<file path="src/rtl/uart_pkt_tx.sv">
// rtl/uart_pkt_tx.sv - UART 8N1 transmitter for the 8-byte host config/status frame
//
// Sends HEAD, data_a, data_d, data_b[7:0], data_b[15:8], data_c[7:0], data_c[15:8], TAIL
// as UART 8N1, LSB first. One frame per pkt_valid/pkt_ready handshake.
//
// Ports:
//   sys_clk    in   system clock, rising edge
//   sys_rst_n  in   synchronous active-low reset
//   pkt_valid  in   frame request; fields sampled on acceptance
//   pkt_ready  out  block idle and able to accept a frame
//   data_a     in   frame byte 1
//   data_d     in   frame byte 2
//   data_b     in   frame bytes 3 (low) and 4 (high)
//   data_c     in   frame bytes 5 (low) and 6 (high)
//   uart_txd   out  serial line, idle high, registered
//   tx_busy    out  high from acceptance to end of last stop bit
//   pkt_done   out  one-cycle pulse when the frame has completed
module uart_pkt_tx #(
    parameter int unsigned CLK_FREQ  = 100_000_000,
    parameter int unsigned BAUD_RATE = 115200,
    parameter logic [7:0]  HEAD_BYTE = 8'hAA,
    parameter logic [7:0]  TAIL_BYTE = 8'h55
) (
    input  logic        sys_clk,
    input  logic        sys_rst_n,
    input  logic        pkt_valid,
    output logic        pkt_ready,
    input  logic [7:0]  data_a,
    input  logic [7:0]  data_d,
    input  logic [15:0] data_b,
    input  logic [15:0] data_c,
    output logic        uart_txd,
    output logic        tx_busy,
    output logic        pkt_done
);

    localparam int unsigned BIT_CYC = CLK_FREQ / BAUD_RATE;
    localparam int unsigned CNT_W   = (BIT_CYC > 1) ? $clog2(BIT_CYC) : 1;
    localparam logic [CNT_W-1:0] CNT_LAST = CNT_W'(BIT_CYC - 1);

    typedef enum logic [1:0] {
        S_IDLE  = 2'd0,
        S_START = 2'd1,
        S_DATA  = 2'd2,
        S_STOP  = 2'd3
    } state_e;

    state_e           state_q, state_d;
    logic [2:0]       byte_idx_q, byte_idx_d;
    logic [2:0]       bit_idx_q, bit_idx_d;
    logic [CNT_W-1:0] baud_cnt_q, baud_cnt_d;
    logic [63:0]      frame_q, frame_d;
    logic             txd_q, txd_d;
    logic             ready_q, ready_d;
    logic             busy_q, busy_d;
    logic             done_q, done_d;
    logic             bit_end;

    assign bit_end = (baud_cnt_q == CNT_LAST);

    always_comb begin
        state_d    = state_q;
        byte_idx_d = byte_idx_q;
        bit_idx_d  = bit_idx_q;
        baud_cnt_d = baud_cnt_q;
        frame_d    = frame_q;
        busy_d     = busy_q;
        done_d     = 1'b0;

        case (state_q)
            S_IDLE: begin
                if (pkt_valid && ready_q) begin
                    state_d    = S_START;
                    byte_idx_d = 3'd0;
                    bit_idx_d  = 3'd0;
                    baud_cnt_d = '0;
                    busy_d     = 1'b1;
                    // Byte n of the frame lives at frame_q[8n +: 8], so the line bit is
                    // simply frame_q[{byte_idx, bit_idx}].
                    frame_d    = {TAIL_BYTE, data_c, data_b, data_d, data_a, HEAD_BYTE};
                end
            end
            S_START: begin
                if (bit_end) begin
                    baud_cnt_d = '0;
                    bit_idx_d  = 3'd0;
                    state_d    = S_DATA;
                end else begin
                    baud_cnt_d = baud_cnt_q + 1'b1;
                end
            end
            S_DATA: begin
                if (bit_end) begin
                    baud_cnt_d = '0;
                    if (bit_idx_q == 3'd7) begin
                        state_d = S_STOP;
                    end else begin
                        bit_idx_d = bit_idx_q + 3'd1;
                    end
                end else begin
                    baud_cnt_d = baud_cnt_q + 1'b1;
                end
            end
            S_STOP: begin
                if (bit_end) begin
                    baud_cnt_d = '0;
                    if (byte_idx_q == 3'd7) begin
                        state_d = S_IDLE;
                        done_d  = 1'b1;
                        busy_d  = 1'b0;
                    end else begin
                        byte_idx_d = byte_idx_q + 3'd1;
                        state_d    = S_START;
                    end
                end else begin
                    baud_cnt_d = baud_cnt_q + 1'b1;
                end
            end
            default: begin
                state_d = S_IDLE;
            end
        endcase

        // Line level and ready are derived from the next state so both are registered
        // and change on the same edge as the state.
        ready_d = (state_d == S_IDLE);
        case (state_d)
            S_START: txd_d = 1'b0;
            S_DATA:  txd_d = frame_d[{byte_idx_d, bit_idx_d}];
            default: txd_d = 1'b1;
        endcase
    end

    always_ff @(posedge sys_clk) begin
        if (!sys_rst_n) begin
            state_q    <= S_IDLE;
            byte_idx_q <= 3'd0;
            bit_idx_q  <= 3'd0;
            baud_cnt_q <= '0;
            frame_q    <= '0;
            txd_q      <= 1'b1;
            ready_q    <= 1'b0;
            busy_q     <= 1'b0;
            done_q     <= 1'b0;
        end else begin
            state_q    <= state_d;
            byte_idx_q <= byte_idx_d;
            bit_idx_q  <= bit_idx_d;
            baud_cnt_q <= baud_cnt_d;
            frame_q    <= frame_d;
            txd_q      <= txd_d;
            ready_q    <= ready_d;
            busy_q     <= busy_d;
            done_q     <= done_d;
        end
    end

    assign uart_txd  = txd_q;
    assign pkt_ready = ready_q;
    assign tx_busy   = busy_q;
    assign pkt_done  = done_q;

endmodule

</file>
<file path="config.mk">
export PLATFORM = sky130hd
export DESIGN_NAME = uart_pkt_tx
export DESIGN_NICKNAME = d
export VERILOG_FILES = /design/src/rtl/uart_pkt_tx.sv
export SDC_FILE = /design/constraint.sdc
export NUM_CORES = 1
export LEC_CHECK = 0
export BUFFER_PORTS_ARGS = -buffer_cell sky130_fd_sc_hd__buf_2
export CAP_MARGIN = 10
export CORE_MARGIN = 10
export CORE_UTILIZATION = 58
export DETAILED_ROUTE_END_ITERATION = 10
export GPL_TIMING_DRIVEN = 0
export MAX_ROUTING_LAYER = met4
export PLACE_DENSITY = 0.8
export REMOVE_ABC_BUFFERS = 1
export SKIP_LAST_GASP = 1
export SYNTH_ARGS = -nofsm -noshare
export SYNTH_HDL_FRONTEND = slang
export SYNTH_SLANG_ARGS = --single-unit
</file>
<file path="constraint.sdc">
create_clock -name sys_clk -period 3.3 [get_ports sys_clk]
set_input_delay 0.825 -clock sys_clk [delete_from_list [all_inputs] [get_ports sys_clk]]
set_output_delay 0.825 -clock sys_clk [all_outputs]
set_load 0.01 [all_outputs]
</file>
Word-level counts from Yosys, hierarchy flattened

Cells that the tools add are included.

ROM bits: 0
RAM bits: 0
Output and inout port bits: 4
Memories kept: 0
Bits in registers: 86
Latch bits: 0

Muxes and demuxes: 29
Reduce and logical (&&, ||, !) cells: 7
$add $sub $neg: 3
Shifts and indexed selects: 0
Order comparisons: 1
Bitwise operators: 0
Eq/ne operators: 11
Multiply operators: 0
Div/mod/pow operators: 0

Operators by type and width:

| kind                    | count |
|---|---|
| $mux W64                | 2 |
| $mux W3                 | 7 |
| $mux W10                | 2 |
| $pmux W10 S2            | 1 |
| $add A10 B1 Y10 const B | 1 |
| $eq A10 B10 Y1 const B  | 1 |
| $mux W2                 | 5 |
| $pmux W3 S3             | 1 |
| $pmux W2 S4             | 1 |
| $lt A6 B7 Y1 const B    | 1 |
| $add A3 B1 Y3 const B   | 2 |
| $bmux W1 S6             | 1 |
| $eq A2 B2 Y1 const B    | 3 |
| $eq A3 B3 Y1 const B    | 2 |
| $mux W1                 | 6 |
| $ne A2 B2 Y1 const B    | 3 |
| $pmux W3 S2             | 1 |
| $eq A2 B1 Y1 const B    | 2 |
| $logic_not A2 Y1        | 2 |
| $pmux W1 S2             | 2 |
| $reduce_and A4 Y1       | 1 |
| $reduce_and A3 Y1       | 1 |
| $reduce_or A3 Y1        | 1 |
| $reduce_bool A2 Y1      | 1 |
| $logic_and A1 B1 Y1     | 1 |

Longest topological paths before layout

Gate-level depths: netlist of run 1.

Depth in word-level cells: 7
Depth in mapped cells: 13

Worst setup path after synthesis of run 1

Ideal clock, no wire load.

Path type: input-to-reg
Start: input pkt_valid
End: register txd_q, in the netlist uart_txd
Arrival: 2.583 ns
Library setup time: 0.116 ns
Stages: 10
Path buffers: 1
Path slack: 0.601 ns
Path through: a21boi_2 o21ai_0 o221ai_4 buf_6 mux2_1 nor3_1 a221oi_1 a211oi_2 o211ai_1 o211a_1

Longest elaborated chain between the ends: 6
Elaborated cells on any way between the ends: 14

Ends and longest elaborated chain:

| what                                | RTL line | text |
|---|---|---|
| start: declaration                  | 26       | `input logic pkt_valid,` |
| $logic_and A1 B1 Y1 *               | 72       | `if (pkt_valid && ready_q) begin` |
| $mux W3 or $mux W64 (tied branches) | 72       |  |
| $pmux W3 S3 (tied with other cells) | 70       | `case (state_q)` |
| $bmux W1 S6                         | 129      | `S_DATA: txd_d = frame_d[{byte_idx_d, bit_idx_d}];` |
| $mux W1 (implied by the code)       | 129      |  |
| $pmux W1 S2 *                       | 127      | `case (state_d)` |
| end signal: assignment              | 151      | `txd_q <= txd_d;` |
| end: declaration                    | 53       | `logic txd_q, txd_d;` |

Every way passes the cells marked *; elsewhere a longest branch is shown, timed or not. The select of a mux whose other input is x is not followed.
A chain may end at the register's enable or synchronous reset.

Final worst setup path of run 1

Start: register state_q[1]
End: register txd_q, in the netlist uart_txd

Longest elaborated chain between the ends: 5
Elaborated cells on any way between the ends: 18

Ends and longest elaborated chain:

| what                                                  | RTL line | text |
|---|---|---|
| start: declaration                                    | 48       | `state_e state_q, state_d;` |
| start signal: assignment                              | 146      | `state_q <= state_d;` |
| $eq A2 B2 Y1 (tied with other cells)                  | 70       |  |
| $pmux W3 S3 (tied with other cells)                   | 70       |  |
| $bmux W1 S6 or $pmux W2 S4 (tied branches)            | 129, 70  |  |
| $mux W1 (implied by the code) (tied with other cells) | 129      |  |
| $pmux W1 S2 *                                         | 127      |  |

Marks and branches as above.

==> results of run 1 <==
[cell families after synthesis]
group | synth area share, %
flops | 39.2
buf+inv | 4.76
compound gates | 18.9
fa+ha+maj | 2.28
xor+xnor | 1.60
simple gates | 22.6
mux | 10.7
[critical path: stages (launching register included)]
cell and delay, ns:
dfxtp_1 0.35, inv_1 0.14, ha_2 0.33, a21boi_4 0.37
o21ai_1 0.20, o221ai_4 0.14, buf_12 0.23, mux2_1 0.36
nor3_1 0.20, a221oi_1 0.13, a211oi_2 0.23, o211ai_1 0.12
o211a_1 0.22
[final timing paths]
path	to	cells past startpoint
setup reg to reg	uart_txd	12
hold / removal	frame_q[33]	2
hold reg to reg	frame_q[33]	2
setup / recovery	uart_txd	12
[final cells by class]
class	count	area, um2	share of cell area, %
clock buffers	12	165	3.34
multi-input cells	400	2520	50.9
flip-flops and latches	86	1720	34.8
repair buffers	59	333	6.73
clock inverters	4	53.8	1.09
well taps	99	124	2.51
inverters	8	30.0	0.607
[placed cells by master (no fill, tap or decap), drive strengths merged, types with 5 or more instances in the layout]
cell type / count
xor2: 6
mux2i: 29
buf: 59
and3: 10
clkbuf: 12
o21ai: 13
nor3: 9
nand2: 121
nand3: 14
ha: 8
and2: 5
a21oi: 61
o211ai: 10
nor2: 42
dfxtp: 86
mux4: 7
inv: 8
[repair_timing]
item	CTS	global route
pin swaps	1	1
hold buffers	0	0
endpoints found under the setup margin	1	1
gates resized for setup	1	5
cloned	1	1
buffers inserted	3	0
[power by group through the flow]
| stage | Clock [mW] | Combinational [mW] | Sequential, mW |
|---|---|---|---|
| final | 0.784 | 0.672 | 1.25 |
| after global routing | 0.834 | 0.758 | 1.27 |
| after CTS | 0.796 | 0.653 | 1.24 |
| after detailed placement | 0 | 0.649 | 1.27 |
| after global placement | 0 | 0.625 | 1.25 |
| after floorplan | 0 | 0.456 | 1.25 |
[sequential cells by signal, indices dropped and copies added (netlist names)]
signal      count
baud_cnt_q     10
bit_idx_q       3
byte_idx_q      3
frame_q        64
pkt_done        1
pkt_ready       1
state_q         2
tx_busy         1
uart_txd        1
[through the flow]
| step | hold slack (ns) | power, mW | setup WS [ns] | TNS, ns |
|---|---|---|---|---|
| after floorplan | 0.429 | 1.71 | -0.494 | -0.494 |
| after CTS | 0.455 | 2.69 | 0.100 | 0 |
| final | 0.455 | 2.71 | 0.180 | 0 |
| after global placement | 0.435 | 1.88 | -1.75 | -23.75 |
| after global routing | 0.480 | 2.86 | 0.00748 | 0 |
| after detailed placement | 0.444 | 1.92 | -0.231 | -0.231 |
[metal layers]
metal	wire [um]	global-route usage (%)
met1	4770	23.1
met5	0	-
met3	682	4.49
met4	176	6.38
met2	5060	29.1
==> summary by stage, run 1 <==
Outcome
The run finished with clean final reports.

GRT
The total congestion overflow after global routing is 0. The via count of the first global-routing pass is 3736. The maximum number of pins on one net before global-route repair is 76. Across every metal layer, demand over resource in global routing totals 18.7%. The first global-routing pass estimated 17.5 mm of wire. The number of antenna violations at the first check in global routing is 0.

Yosys
Sorting the synthesized cells by area gives the leading types as dfxtp_1 (39%), nand2_1 (10%), a21oi_1 (6.9%), mux2i_1 (6.4%), mux4_2 (3.6%). Yosys mapped the design onto 59 distinct sky130hd cell types. Counting flops with a built-in enable in the synthesized netlist gives 0. The post-synthesis instance total is 527. After synthesis, the most frequently instantiated cells are nand2_1 (121), dfxtp_1 (86), a21oi_1 (61). In this run the biggest area consumer among cell types represents 39.2% of the synthesized area.

The average instance in the mapped netlist occupies 8.34 um2. For this run, the leading register cell type out of synthesis is dfxtp_1. Sequential cells were found to cover 39.2% of the synthesized design area. Among all cell types in the netlist, the one instantiated most often is nand2_1.

During synthesis, Yosys emitted a total of 0 warnings. The top cell type by total area after synthesis is dfxtp_1. The synthesized design contains 86 register bits. The fraction of registers with async set/reset is 0%. The area of the mapped netlist is 0.00439 mm2.

Clocking
The TritonCTS clock tree is built. The clock reaches the later pin of the worst-skew pair after 0.35 ns. The number of buffers on the longest clock path is 2. The number of clock sinks is 86. CTS placed an instance of clkbuf_8 at the clock tree root. After clock tree synthesis, the clock-pin slew on the worst setup and hold paths is 0.08 ns.

Clock tree synthesis inserted a total of 9 buffers. The maximum level of the CTS H-tree is 3.

STA
Measured against its own limit, the worst slew margin works out to 29.7%. At the pin with the least slew margin, the transition time is 1.05 ns. The clock arrives with 0.00962 ns of skew. Based on the critical path, the design can be clocked at up to 0.320 GHz. Setup repair after global routing left no endpoint under its margin. The clock period minus worst slack is 3.12 ns. The final hold violation count is 0. The period utilization is 94.6%. The count of pins over their slew limit is 0. The setup-violating endpoint count in the final report is 0.

Drt
The average detailed-routed wire length per instance is 16.0 um. The vias after detailed routing is 3927. The DRC violation count after routing is 0. For this block, the initial DRC count from the detailed router was 182. The first detailed-routing pass took 5 iterations.

The routed via count divided by cell count is 5.88. The final layout contains routed wiring with a total length of 10.7 mm. In this run the remaining antenna-violating nets after routing total 0.

Die
The core outline area is 0.00729 mm2. Row generation in the floorplan step produced 31 rows. The effective utilization at floorplan is 60.2%. The total die area is 0.0115 mm2. Measured along the x axis, the die boundary spans 107 um. The number of placed I/O pins is 55. In this run the vertical extent of the chip is 107 um.

Power
In this run, the clock network consumes 29.0% of the power. The switching power share of the total is 32.0%. VDD sags by at most 280 uV. The leakage power of the design is 1.88 nW. In this run, flip-flops and latches consume 46.2% of the power.

The power density over cell area is 547 mW/mm2. The power spent charging and discharging nets is 0.866 mW. In this run, the combinational gates consume 24.8% of the power. The internal power is 1.84 mW.

Worst setup path
Setup slack on the worst reg-to-reg path comes out at 0.18 ns. The worst path required time is 3.55 ns. The setup path with the least slack is of type reg -> reg. In this run the worst setup path begins at state_q[1].

The critical path arrival is 3.37 ns. The maximum net fanout on the critical path is 25. STA classifies the critical path endpoint as a flip-flop.

The nature of the critical path startpoint is a flip-flop. The startpoint identified for the worst register-to-register timing path is state_q[1].

Flow run
The tool flagged a number of max-cap violations equal to 0.

Placed design
The wire-length estimate of the detail-placed layout is 6.97 mm. Port buffering added 54 buffers. The cell total after placement is 647.

The final RePlAce weighted congestion is 0.862. After detailed placement, the total cell area comes to 0.00466 mm2.

Layout
The final instance area is 0.00494 mm2. The finished layout holds 668 standard cells, fillers aside. Cells fill 67.8% of the core in the end. At the end of the flow, the number of nets in the layout was 623. The layout cell share with drive strength beyond 1 is 17.8%. The number of antenna repair diodes is 0. The area added between synthesis and finish is 12.6%. The count of filler cells inserted in the layout is 642.

Worst hold path
The startpoint identified for the worst hold timing path is frame_q[33]. The path category of the worst min-delay check is reg -> reg.
Note: power is estimated with default switching activity, not from simulation.
==> run 2: changes to the inputs <==
--- a/config.mk
+++ b/config.mk
@@ -10,9 +10,11 @@
 export CORE_MARGIN = 10
 export CORE_UTILIZATION = 58
 export DETAILED_ROUTE_END_ITERATION = 10
+export GPL_ROUTABILITY_DRIVEN = 0
 export GPL_TIMING_DRIVEN = 0
 export MAX_ROUTING_LAYER = met4
 export PLACE_DENSITY = 0.8
+export RECOVER_POWER = 100
 export REMOVE_ABC_BUFFERS = 1
 export SKIP_LAST_GASP = 1
 export SYNTH_ARGS = -nofsm -noshare
==> run 2 against run 1 <==
Effect of this change: cell area down 0.35%; worst hold slack hardly changed; cell count did not move; fmax rose by 0.68%; sequential power about the same; die area stayed put; critical endpoint unchanged.
==> summary by stage, run 2 (synthesis results as in run 1) <==
Outcome
Outcome: finished, final reports clean (unchanged).

Clocking
The total CTS buffers came to 9 (unchanged). The number of hold buffers added after cts came to 0 (unchanged). The number of buffers on the longest clock path is 2 (unchanged).

The clock tree root buffer cell is clkbuf_8 (unchanged). The clock transition at the registers of the reported paths is 0.08 ns (about the same). The TritonCTS clock tree is built (unchanged). The maximum level of the CTS H-tree came to 3 (unchanged). The clock latency reported for the late side of the worst-skew pair was 0.35 ns (about the same).

The number of clock sinks is 86 (unchanged).

Die
The effective utilization at floorplan is 60.2% (unchanged). The total die area is 0.0115 mm2 (unchanged). The core outline area is 0.00729 mm2 (unchanged). The number of placed I/O pins was 55 (unchanged).

The height of the die is 107 um (unchanged). The number of standard-cell rows in the floorplan was 31 (unchanged). The horizontal die dimension is 107 um (unchanged).

Worst setup path
The maximum net fanout on the critical path is 12 (was 25). The critical path arrival is 3.35 ns (was 3.37 ns). The category of cells accounting for the largest share of critical-path delay is compound AO/OA/AOI/OAI gates (unchanged). The number of buffer and inverter stages on the critical path came to 1 (was 2). The kind of critical path is reg -> reg (unchanged). The launch point of the worst reg-to-reg path is state_q[0] (was state_q[1]). The delay of the slowest cell on the worst path is 0.53 ns (was 0.37 ns). Worst-path cell chain: inv_1 -> ha_2 -> a21boi_4 -> o21ai_1 -> o221ai_1 -> a21o_1 -> o211ai_1 -> o31ai_1 -> o21ai_0 -> o211ai_1 -> o211a_1 (was inv_1 -> ha_2 -> a21boi_4 -> o21ai_1 -> o221ai_4 -> buf_12 -> mux2_1 -> nor3_1 -> a221oi_1 -> a211oi_2 -> o211ai_1 -> o211a_1). The critical path's most frequent cell is o211ai_1. The depth of the worst register-to-register path is 11 (was 12).

The nature of the critical path startpoint was a flip-flop (unchanged). The worst path required time is 3.55 ns (about the same). The capture instance of the worst register-to-register path is uart_txd (unchanged). The category of the worst setup path capture point is a flip-flop (unchanged). The cell with the biggest individual delay on the critical path is o221ai_1 (was a21boi_4). The reg-to-reg setup timing slack is 0.20 ns (was 0.18 ns).

Power
The portion of total power attributed to the clock network came to 28.9% (was 29.0%). The peak supply drop is 280 uV (about the same). The register share of total power was 46.4% (was 46.2%).

The power density over cell area is 547 mW/mm2 (about the same). The internal power is 1.84 mW (about the same). The part of the total power dissipated in combinational logic is 24.7% (was 24.8%). The power spent charging and discharging nets is 0.861 mW (was 0.866 mW). The leakage power of the design is 1.86 nW (was 1.88 nW). The switching power share of the total is 31.9% (was 32.0%).

STA
The count of pins over their slew limit is 0 (unchanged). The worst relative slew slack came to 3.31% (was 29.7%). The setup-violating endpoint count in the final report is 0 (unchanged). The highest attainable clock frequency came to 0.323 GHz (was 0.320 GHz). The transition time at the pin with the least slew margin is 1.45 ns (was 1.05 ns).

The final hold violation count is 0 (unchanged). The period utilization is 93.9% (was 94.6%). The worst hold margin was 0.455 ns (about the same). The post-route clock skew is 0.00684 ns (was 0.00962 ns). RSZ-0062 raised after global routing: no (unchanged). The final critical-path setup slack is 0.201 ns (was 0.180 ns).

The clock period minus worst slack is 3.10 ns (was 3.12 ns).

Layout
The register with the most flip-flops was frame_q (unchanged). The count of filler cells inserted in the layout came to 644 (was 642). The commonest non-fill, non-tap cell in the layout was nand2_1 (unchanged). The number of antenna repair diodes came to 0 (unchanged). The final instance area is 0.00493 mm2 (was 0.00494 mm2). The layout cell share with drive strength beyond 1 was 16.5% (was 17.8%). The number of flip-flops under the largest register name is 64 (unchanged). The area added between synthesis and finish is 12.2% (was 12.6%). The count of nets after finishing was 623 (unchanged).

The core utilization of the finished layout is 67.6% (was 67.8%). The register area is 0.00172 mm2 (unchanged). The area of combinational cells with multiple inputs is 0.00251 mm2 (was 0.00252 mm2). The non-filler instance count after layout is 668 (unchanged). Largest registers ranked by flip-flop count: frame_q (64), baud_cnt_q (10) (unchanged). Commonest cells after routing, fill and taps aside: nand2_1 (120), dfxtp_1 (86), a21oi_1 (61), buf_2 (49), nor2_1 (41) (was nand2_1 (120), dfxtp_1 (86), a21oi_1 (61), buf_2 (54), nor2_1 (41)).

Placed design
The count of buffers from port buffering came to 54 (unchanged). The pre-CTS setup slack was -0.231 ns (unchanged). The cell total after placement was 647 (unchanged). The placed wire-length estimate was 6.97 mm (unchanged).

The placed instance area is 0.00466 mm2 (unchanged).

Drt
The final wirelength was 10.7 mm (about the same). The length of the first detailed-routing pass in iterations is 4 (was 5). The average detailed-routed wire length per instance was 16.0 um (about the same). The routed via count divided by cell count was 5.87 (was 5.88). The number of nets with antenna violations after detailed routing was 0 (unchanged). The vias after detailed routing came to 3919 (was 3927).

The DRC violation total after the first TritonRoute iteration is 256 (was 182). The DRC violation count after routing is 0 (unchanged).

Worst hold path
The origin of the worst min-delay path is frame_q[33] (unchanged). The number of cells on the worst hold path is 2 (unchanged). The path category of the worst min-delay check is reg -> reg (unchanged). The hold path endpoint is frame_q[33] (unchanged).

GRT
The via count of the first global-routing pass is 3736 (unchanged). The maximum number of pins on one net before global-route repair is 76 (unchanged). The total congestion overflow after global routing came to 0 (unchanged). The total global-route track usage is 18.7% (unchanged). The number of antenna violations at the first check in global routing was 0 (unchanged). The global-route wire length before repair is 17.5 mm (unchanged).

Flow run
The max capacitance violation total is 0 (unchanged).
-- run 2: metrics by stage --
| stage | TNS, ns | power [mW] |
|---|---|---|
| after global placement | -23.75 | 1.88 |
| after floorplan | -0.494 | 1.71 |
| final | 0 | 2.70 |
| after detailed placement | -0.231 | 1.92 |
| after global routing | 0 | 2.85 |
| after CTS | 0 | 2.69 |
-- run 2: area by class of cell --
| cell class | instances | area share, % |
|---|---|---|
| multi-input combinational | 400 | 50.9 |
| sequential | 86 | 34.9 |
| timing repair buffer | 59 | 6.63 |
| clock buffer | 12 | 3.35 |
| tap | 99 | 2.51 |
| clock inverter | 4 | 1.09 |
| inverter | 8 | 0.609 |
-- run 2: tightest hold or removal path, cell delays in order, from the launching register on --
cell and delay [ns]:
dfxtp_1 0.31, nand2_1 0.05, a21oi_1 0.05
-- run 2: worst max path at each step --
| stage | startpoint | to | slack [ns] | cells past startpoint |
|---|---|---|---|---|
| global route | state_q[1] | uart_txd | 0.03 | 12 |
| detailed placement | state_q[0] | uart_txd | -0.23 | 12 |
| CTS | state_q[1] | uart_txd | 0.10 | 12 |
| global placement | pkt_valid | uart_txd | -1.75 | 8 |
| floorplan | pkt_valid | uart_txd | -0.49 | 7 |
| finish | state_q[0] | uart_txd | 0.20 | 11 |
-- run 2: repair_timing --
item | 4_1_cts | 5_1_grt
setup endpoints to repair | 1 | 1
setup buffers | 3 | 0
gates resized for setup | 1 | 5
gates cloned | 1 | 1
pin swaps | 1 | 1
-- run 2: metal layers --
layer	routed length (um)	share of wire [%]	track usage, %	vias to the layer above
li1	-	-	-	1940
met5	0	0	-	-
met3	694	6.5	4.49	16
met2	5100	48	29.1	107
met4	165	1.5	6.38	0
met1	4730	44	23.1	1856
-- run 2: power groups by stage --
stage	Sequential (mW)	Clock [mW]	Combinational [mW]
floorplan	1.25	0	0.456
global placement	1.25	0	0.625
detailed placement	1.27	0	0.649
CTS	1.24	0.796	0.653
global route	1.27	0.834	0.754
finish	1.25	0.780	0.666
